`src/rtl/dmem_arb_pkg.sv`:
```
// Shared types and constants for the data-memory arbiter (owner select, stats width,
// default bus widths, saturating increment helper).
package dmem_arb_pkg;

  typedef enum logic {
    OWN_CORE = 1'b0,
    OWN_AUX  = 1'b1
  } owner_t;

  localparam int STAT_W = 16;
  localparam int DEF_AW = 32;
  localparam int DEF_DW = 32;
  localparam int WCNT_W = 4;

  function automatic logic [STAT_W-1:0] sat_inc(input logic [STAT_W-1:0] v);
    return (&v) ? v : v + STAT_W'(1);
  endfunction

endpackage

```
`src/rtl/dmem_arbiter_if.sv`:
```
// Bus bundle between the core, the auxiliary requester, the arbiter and the data memory.
// Handshake: aux_req is held with aux_we/aux_addr/aux_wdata until aux_gnt is seen high in a cycle; core holds its request while core_stall is high; mem_rdata is combinational.
interface dmem_arbiter_if #(
  parameter int AW = 32,
  parameter int DW = 32
) ();
  logic          core_req;
  logic          core_we;
  logic [AW-1:0] core_addr;
  logic [DW-1:0] core_wdata;
  logic [DW-1:0] core_rdata;
  logic          core_stall;
  logic          aux_req;
  logic          aux_we;
  logic [AW-1:0] aux_addr;
  logic [DW-1:0] aux_wdata;
  logic          aux_gnt;
  logic          aux_rvalid;
  logic [DW-1:0] aux_rdata;
  logic          mem_we;
  logic [AW-1:0] mem_addr;
  logic [DW-1:0] mem_wdata;
  logic [DW-1:0] mem_rdata;

  modport slave (
    input  core_req, core_we, core_addr, core_wdata,
    output core_rdata, core_stall,
    input  aux_req, aux_we, aux_addr, aux_wdata,
    output aux_gnt, aux_rvalid, aux_rdata,
    output mem_we, mem_addr, mem_wdata,
    input  mem_rdata
  );

  modport master (
    output core_req, core_we, core_addr, core_wdata,
    input  core_rdata, core_stall,
    output aux_req, aux_we, aux_addr, aux_wdata,
    input  aux_gnt, aux_rvalid, aux_rdata,
    input  mem_we, mem_addr, mem_wdata,
    output mem_rdata
  );
endinterface

```
`src/rtl/dmem_arb_stats.sv`:
```
// Saturating activity counters for the data-memory arbiter: served core accesses,
// aux grants and core stall cycles. Present only when DMEM_ARB_STATS_EN is defined.
module dmem_arb_stats
  import dmem_arb_pkg::*;
(
  input  logic              clk,
  input  logic              rst,
  input  logic              core_acc,
  input  logic              aux_gnt,
  input  logic              core_stall,
  output logic [STAT_W-1:0] stat_core,
  output logic [STAT_W-1:0] stat_aux,
  output logic [STAT_W-1:0] stat_stall
);

  always_ff @(posedge clk) begin
    if (rst) begin
      stat_core  <= '0;
      stat_aux   <= '0;
      stat_stall <= '0;
    end else begin
      if (core_acc)   stat_core  <= sat_inc(stat_core);
      if (aux_gnt)    stat_aux   <= sat_inc(stat_aux);
      if (core_stall) stat_stall <= sat_inc(stat_stall);
    end
  end

endmodule

```
`src/rtl/dmem_arbiter.sv`:
```
// Core-priority arbiter for the shared data-memory port with bounded aux starvation.
// Optional statistics counters are enabled with the DMEM_ARB_STATS_EN macro.
module dmem_arbiter
  import dmem_arb_pkg::*;
#(
  parameter int AW       = DEF_AW,
  parameter int DW       = DEF_DW,
  parameter int MAX_WAIT = 4
) (
  input  logic              clk,
  input  logic              rst,
  dmem_arbiter_if.slave     bus,
  output owner_t            dbg_owner,
  output logic [WCNT_W-1:0] dbg_wait_cnt
`ifdef DMEM_ARB_STATS_EN
  ,
  output logic [STAT_W-1:0] stat_core,
  output logic [STAT_W-1:0] stat_aux,
  output logic [STAT_W-1:0] stat_stall
`endif
);

  localparam logic [WCNT_W-1:0] WAIT_MAX = WCNT_W'(MAX_WAIT);

  owner_t            owner;
  logic [WCNT_W-1:0] wait_cnt;
  logic              gnt;
  logic              stall;
  logic              sel_we;
  logic [AW-1:0]     sel_addr;
  logic [DW-1:0]     sel_wdata;
  logic              rvalid_q;
  logic [DW-1:0]     rdata_q;

  // Aux wins when the core is idle or once it has waited MAX_WAIT busy cycles.
  always_comb begin
    owner = OWN_CORE;
    if (!rst && bus.aux_req && (!bus.core_req || wait_cnt == WAIT_MAX))
      owner = OWN_AUX;
  end

  assign gnt   = (owner == OWN_AUX);
  assign stall = gnt && bus.core_req;

  always_comb begin
    sel_we    = 1'b0;
    sel_addr  = bus.core_addr;
    sel_wdata = bus.core_wdata;
    if (gnt) begin
      sel_we    = bus.aux_we;
      sel_addr  = bus.aux_addr;
      sel_wdata = bus.aux_wdata;
    end else if (!rst) begin
      sel_we = bus.core_we && bus.core_req;
    end
  end

  always_ff @(posedge clk) begin
    if (rst) begin
      wait_cnt <= '0;
      rvalid_q <= 1'b0;
      rdata_q  <= '0;
    end else begin
      if (gnt || !bus.aux_req)
        wait_cnt <= '0;
      else if (bus.core_req && wait_cnt != WAIT_MAX)
        wait_cnt <= wait_cnt + WCNT_W'(1);
      rvalid_q <= gnt && !bus.aux_we;
      if (gnt && !bus.aux_we)
        rdata_q <= bus.mem_rdata;
    end
  end

  assign bus.mem_we     = sel_we;
  assign bus.mem_addr   = sel_addr;
  assign bus.mem_wdata  = sel_wdata;
  assign bus.core_rdata = bus.mem_rdata;
  assign bus.core_stall = stall;
  assign bus.aux_gnt    = gnt;
  // A reset in the cycle after a read grant must hide the pending pulse.
  assign bus.aux_rvalid = rvalid_q && !rst;
  assign bus.aux_rdata  = rdata_q;
  assign dbg_owner      = owner;
  assign dbg_wait_cnt   = wait_cnt;

`ifdef DMEM_ARB_STATS_EN
  dmem_arb_stats u_stats (
    .clk        (clk),
    .rst        (rst),
    .core_acc   (bus.core_req && !stall && !rst),
    .aux_gnt    (gnt),
    .core_stall (stall),
    .stat_core  (stat_core),
    .stat_aux   (stat_aux),
    .stat_stall (stat_stall)
  );
`endif

endmodule

```
`src/flat_wrapper.sv`:
```
// flat-port wrapper written by rule: the top's interface ports become plain ports
module dmem_arbiter_flat import dmem_arb_pkg::*;
#(
  parameter int AW       = DEF_AW,
  parameter int DW       = DEF_DW,
  parameter int MAX_WAIT = 4
)
  (clk, rst, dbg_owner, dbg_wait_cnt, bus_core_req, bus_core_we, bus_core_addr, bus_core_wdata, bus_core_rdata, bus_core_stall, bus_aux_req, bus_aux_we, bus_aux_addr, bus_aux_wdata, bus_aux_gnt, bus_aux_rvalid, bus_aux_rdata, bus_mem_we, bus_mem_addr, bus_mem_wdata, bus_mem_rdata);
  dmem_arbiter_if #(.AW(AW), .DW(DW)) bus_i ();
  input  logic clk;
  input  logic rst;
  output owner_t dbg_owner;
  output logic [WCNT_W-1:0] dbg_wait_cnt;
  input wire logic [$bits(bus_i.core_req)-1:0] bus_core_req;
  input wire logic [$bits(bus_i.core_we)-1:0] bus_core_we;
  input wire logic [$bits(bus_i.core_addr)-1:0] bus_core_addr;
  input wire logic [$bits(bus_i.core_wdata)-1:0] bus_core_wdata;
  output wire logic [$bits(bus_i.core_rdata)-1:0] bus_core_rdata;
  output wire logic [$bits(bus_i.core_stall)-1:0] bus_core_stall;
  input wire logic [$bits(bus_i.aux_req)-1:0] bus_aux_req;
  input wire logic [$bits(bus_i.aux_we)-1:0] bus_aux_we;
  input wire logic [$bits(bus_i.aux_addr)-1:0] bus_aux_addr;
  input wire logic [$bits(bus_i.aux_wdata)-1:0] bus_aux_wdata;
  output wire logic [$bits(bus_i.aux_gnt)-1:0] bus_aux_gnt;
  output wire logic [$bits(bus_i.aux_rvalid)-1:0] bus_aux_rvalid;
  output wire logic [$bits(bus_i.aux_rdata)-1:0] bus_aux_rdata;
  output wire logic [$bits(bus_i.mem_we)-1:0] bus_mem_we;
  output wire logic [$bits(bus_i.mem_addr)-1:0] bus_mem_addr;
  output wire logic [$bits(bus_i.mem_wdata)-1:0] bus_mem_wdata;
  input wire logic [$bits(bus_i.mem_rdata)-1:0] bus_mem_rdata;
  assign bus_i.core_req = bus_core_req;
  assign bus_i.core_we = bus_core_we;
  assign bus_i.core_addr = bus_core_addr;
  assign bus_i.core_wdata = bus_core_wdata;
  assign bus_core_rdata = bus_i.core_rdata;
  assign bus_core_stall = bus_i.core_stall;
  assign bus_i.aux_req = bus_aux_req;
  assign bus_i.aux_we = bus_aux_we;
  assign bus_i.aux_addr = bus_aux_addr;
  assign bus_i.aux_wdata = bus_aux_wdata;
  assign bus_aux_gnt = bus_i.aux_gnt;
  assign bus_aux_rvalid = bus_i.aux_rvalid;
  assign bus_aux_rdata = bus_i.aux_rdata;
  assign bus_mem_we = bus_i.mem_we;
  assign bus_mem_addr = bus_i.mem_addr;
  assign bus_mem_wdata = bus_i.mem_wdata;
  assign bus_i.mem_rdata = bus_mem_rdata;
  dmem_arbiter #(.AW(AW), .DW(DW), .MAX_WAIT(MAX_WAIT)) u_core (.clk(clk), .rst(rst), .bus(bus_i), .dbg_owner(dbg_owner), .dbg_wait_cnt(dbg_wait_cnt));
endmodule
```
`config.mk`:
```
export PLATFORM = sky130hd
export DESIGN_NAME = dmem_arbiter_flat
export DESIGN_NICKNAME = d
export VERILOG_FILES = /design/src/rtl/dmem_arb_pkg.sv /design/src/rtl/dmem_arbiter_if.sv /design/src/rtl/dmem_arb_stats.sv /design/src/rtl/dmem_arbiter.sv /design/src/flat_wrapper.sv
export SDC_FILE = /design/constraint.sdc
export NUM_CORES = 1
export LEC_CHECK = 0
export ABC_AREA = 0
export ABC_CLOCK_PERIOD_IN_PS = 2500
export CORE_AREA = 2 2 117 119
export DETAILED_ROUTE_END_ITERATION = 10
export DIE_AREA = 0 0 119 121
export PLACE_DENSITY = 0.65
export SLEW_MARGIN = 20
export SYNTH_ARGS = -nofsm -noshare
export SYNTH_HDL_FRONTEND = slang
export SYNTH_SLANG_ARGS = --single-unit
```
`constraint.sdc`:
```
create_clock -name clk -period 2.5 [get_ports clk]
set_input_delay 0.75 -clock clk [delete_from_list [all_inputs] [get_ports clk]]
set_output_delay 0.75 -clock clk [all_outputs]
set_load 0.01 [all_outputs]
```
==> out/qor.csv <==
stage,metric,value,unit
logic_synthesis,top cell type's share of synthesized area,28.64,%
routing,vias per inst,4.140,
setup_path,Worst setup EP type,primary output,
logic_synthesis,Synth Flop Type,dfxtp_1,
finish,fin cells,734,
floorplan,io pins,303,
global_routing,GRT Max-Usage Layer,met2,
routing,final WL,13740,µm
timing,worst relative slew slack,74.56,%
clock_tree,"Clk Latency, worst-skew pair",280,ps
timing,RSZ-0062 raised after global routing,yes,
place,setup slack after placement,-988.0,ps
logic_synthesis,sequential area share after synthesis,27.70,%
routing,WL/cell,18.71,µm
floorplan,Die Area,0.01440,mm²
pwr,Clock Power Share,28.1,%
timing,fin. max-slew vios,0,
clock_tree,root buffer cell,clkbuf_16,
place,placer congestion estimate,0.8349,
finish,fill count,1183,
flow_run,maxcap violations,0,
logic_synthesis,Mapped Cells,234,
pwr,Logic pwr share,43.3,%
global_routing,grt met3 use,6.062,%
timing,crit path time final,2804,ps
logic_synthesis,most frequent cell after synthesis,mux2_2,
logic_synthesis,Post-Syn Nets,402,
timing,final worst slack,-304.5,ps
routing,Iter 0 DRT Violations,79,
finish,ratio of cells with drive above 1 in the final layout,43.73,%
logic_synthesis,yosys warns,0,
finish,NumNets Final,725,
routing,DRT antenna net count,0,
logic_synthesis,asr flop ratio synth,0,%
place,port buffer count,302,
routing,via count,3039,
timing,maximum clock rate,356.6,MHz
outcome,status,finished with violations,
routing,drt pass-1 iters,4,
clock_tree,clock transition at the registers of the reported paths,50,ps
clock_tree,CTS tree,yes,
floorplan,effective utilization at floorplan,20.43,%
logic_synthesis,ranking of synthesized cells by area,"mux2_2, dfxtp_1, mux2_4",
finish,antenna cells,0,
min_path,worst hold path class,reg -> reg,
clock_tree,cts hold-fix bufs,0,
floorplan,die width,119,µm
pwr,Total Power,2167,µW
finish,area of the multi-input gates,0.001818,mm²
setup_path,worst endpoint required time,1750,ps
timing,Final Cycle Share,112.2,%
clock_tree,Sink Count,37,
finish,area growth from synthesis to layout,150.6,%
pwr,Seq pwr share,28.6,%
timing,worst slew pin tran,381.6,ps
logic_synthesis,cell taking the most area after synthesis,mux2_2,
timing,"Hold Violations, Final",0,
finish,Register Area,742.0,µm²
global_routing,first-pass GRT wire length,19570,µm
setup_path,WS Path Type,in -> out,
global_routing,initial antenna violation count,0,
pwr,Sw Share,25.28,%
global_routing,vias in the first global route,3236,
clock_tree,Clock Tree Buf Depth,2,
routing,# DRC,0,
clock_tree,clock buffer count from CTS,5,
place,Inst Count DP,700,
logic_synthesis,commonest cells in the netlist,"mux2_2, buf_4, dfxtp_1",
global_routing,gr usage total,17.80,%
logic_synthesis,"Cell Area, Synth",0.002674,mm²
place,post-DP HPWL,10000,µm
logic_synthesis,number of synthesized register bits,37,
timing,clk_skew,6.765,ps
outcome,failing checks,setup timing,
logic_synthesis,Mean Syn Cell Area,11.43,µm²
global_routing,met2 Resource Use GR,31.43,%
logic_synthesis,number of synthesized flops with an enable pin,0,
global_routing,met1 usage,20.43,%
clock_tree,H-tree lvl count,2,
floorplan,die height,121,µm
pwr,Max IR drop VDD,0.3607,mV
timing,final setup fails,66,
setup_path,Startpoint Class,input pin,
pwr,Net Switching,547.9,µW
floorplan,# rows,42,
global_routing,grt total ovfl,0,
floorplan,core area,0.01309,mm²
pwr,Cell Int Power,1619,µW
logic_synthesis,synth unique cells,23,
pwr,Leak,0.003038,µW
global_routing,pin count of the biggest net entering global routing,36,
setup_path,Worst Path Arrival,2050,ps
pwr,power per cell area,323.4,mW/mm²
finish,fin util,51.21,%
setup_path,CP max FO,4,
through the flow:
stage	instance area (µm²)	setup TNS, ps	hold WS (ps)
floorplan	2678	0	480.3
global placement	5863	-63560	517.5
detailed placement	5863	-64180	550.9
CTS	6381	-15060	562.2
global route	6701	-16100	607.1
finish	6701	-13270	577.8
power by group through the flow:
stage | sequential, µW | combinational [µW] | clock [µW]
after floorplan | 641 | 260 | 0
after global placement | 631 | 809 | 0
after detailed placement | 632 | 812 | 0
after CTS | 619 | 865 | 636
after global routing | 622 | 980 | 661
final | 620 | 938 | 610
cells by family (layout without fill, tap and decap cells):
| group | after synthesis | in the layout | share of synthesized area (%) |
|---|---|---|---|
| fa+ha+maj | 2 | 2 | 0.9357 |
| flops | 37 | 37 | 27.70 |
| simple gates | 43 | 43 | 10.53 |
| buf+inv | 51 | 375 | 14.60 |
| compound gates | 2 | 2 | 0.6552 |
| xor+xnor | 2 | 2 | 0.6552 |
| mux | 97 | 97 | 44.92 |
cells in the final DEF, fill, tap and decap left out:
| cell type | instances |
|---|---|
| and3b_1 | 1 |
| clkinvlp_4 | 1 |
| buf_6 | 75 |
| and2b_1 | 4 |
| dfxtp_2 | 1 |
| buf_12 | 8 |
| dlygate4sd2_1 | 32 |
| inv_2 | 2 |
| buf_8 | 2 |
| xnor2_1 | 1 |
| buf_4 | 32 |
| nand4b_1 | 1 |
| a21oi_4 | 1 |
| buf_16 | 6 |
| inv_1 | 2 |
| xor2_1 | 1 |
| clkbuf_16 | 5 |
| nor2b_1 | 29 |
| ha_1 | 1 |
| nand2b_4 | 1 |
| nor2_1 | 4 |
| buf_2 | 8 |
| mux2_4 | 94 |
| clkdlybuf4s15_2 | 1 |
| a211o_2 | 1 |
| nand3b_4 | 1 |
| clkdlybuf4s50_1 | 198 |
| dfxtp_1 | 36 |
| mux2_2 | 3 |
| nand3_1 | 1 |
| and2_4 | 1 |
| clkbuf_1 | 2 |
| ha_4 | 1 |
| dlymetal6s2s_1 | 1 |
sequential cells by signal (all words and copies together) (netlist names):
register,flops
u_core.dbg_wait_cnt,4
u_core.bus.aux_rdata,32
u_core.rvalid_q,1
cell type report:
class                           count  area share, %
Inverter                            4         0.2240
Timing Repair Buffer              363          56.20
Multi-Input combinational cell    146          27.13
Tap cell                          176          3.286
Clock buffer                        7          1.979
Clock inverter                      1         0.1120
Sequential cell                    37          11.07
final timing paths:
check                                       from                              endpoint  slack (ps)  cells after the start
max reg2reg  u_core.dbg_wait_cnt[0]$_SDFFE_PP0P_  u_core.bus.aux_rdata[3]$_SDFFE_PP0P_         760                      7
min reg2reg  u_core.dbg_wait_cnt[0]$_SDFFE_PP0P_   u_core.dbg_wait_cnt[0]$_SDFFE_PP0P_         580                      2
min          u_core.dbg_wait_cnt[0]$_SDFFE_PP0P_   u_core.dbg_wait_cnt[0]$_SDFFE_PP0P_         580                      2
max                                          rst                      bus_mem_addr[10]        -300                      9
worst max-delay path: stages:
cell and delay, ps:
buf_6 90, nand2b_4 140, a21oi_4 190, buf_8 150
buf_12 110, buf_12 110, buf_6 90, mux2_4 300
buf_6 130
what timing repair did:
action,4_1_cts,5_1_grt
resized for setup,387,99
endpoints found under the hold margin,0,0
buffers inserted,18,5
pin swaps,1,3
gates cloned,8,0
endpoints found under the setup margin,101,69
metal layers:
layer	wire, µm	part of all wire [%]	vias up
li1	-	-	1417
met1	5502	40	1434
met2	6769	49	165
met3	1191	8.7	23
met4	271	2.0	0
met5	0	0	-
Note: power is estimated with default switching activity, not from simulation.
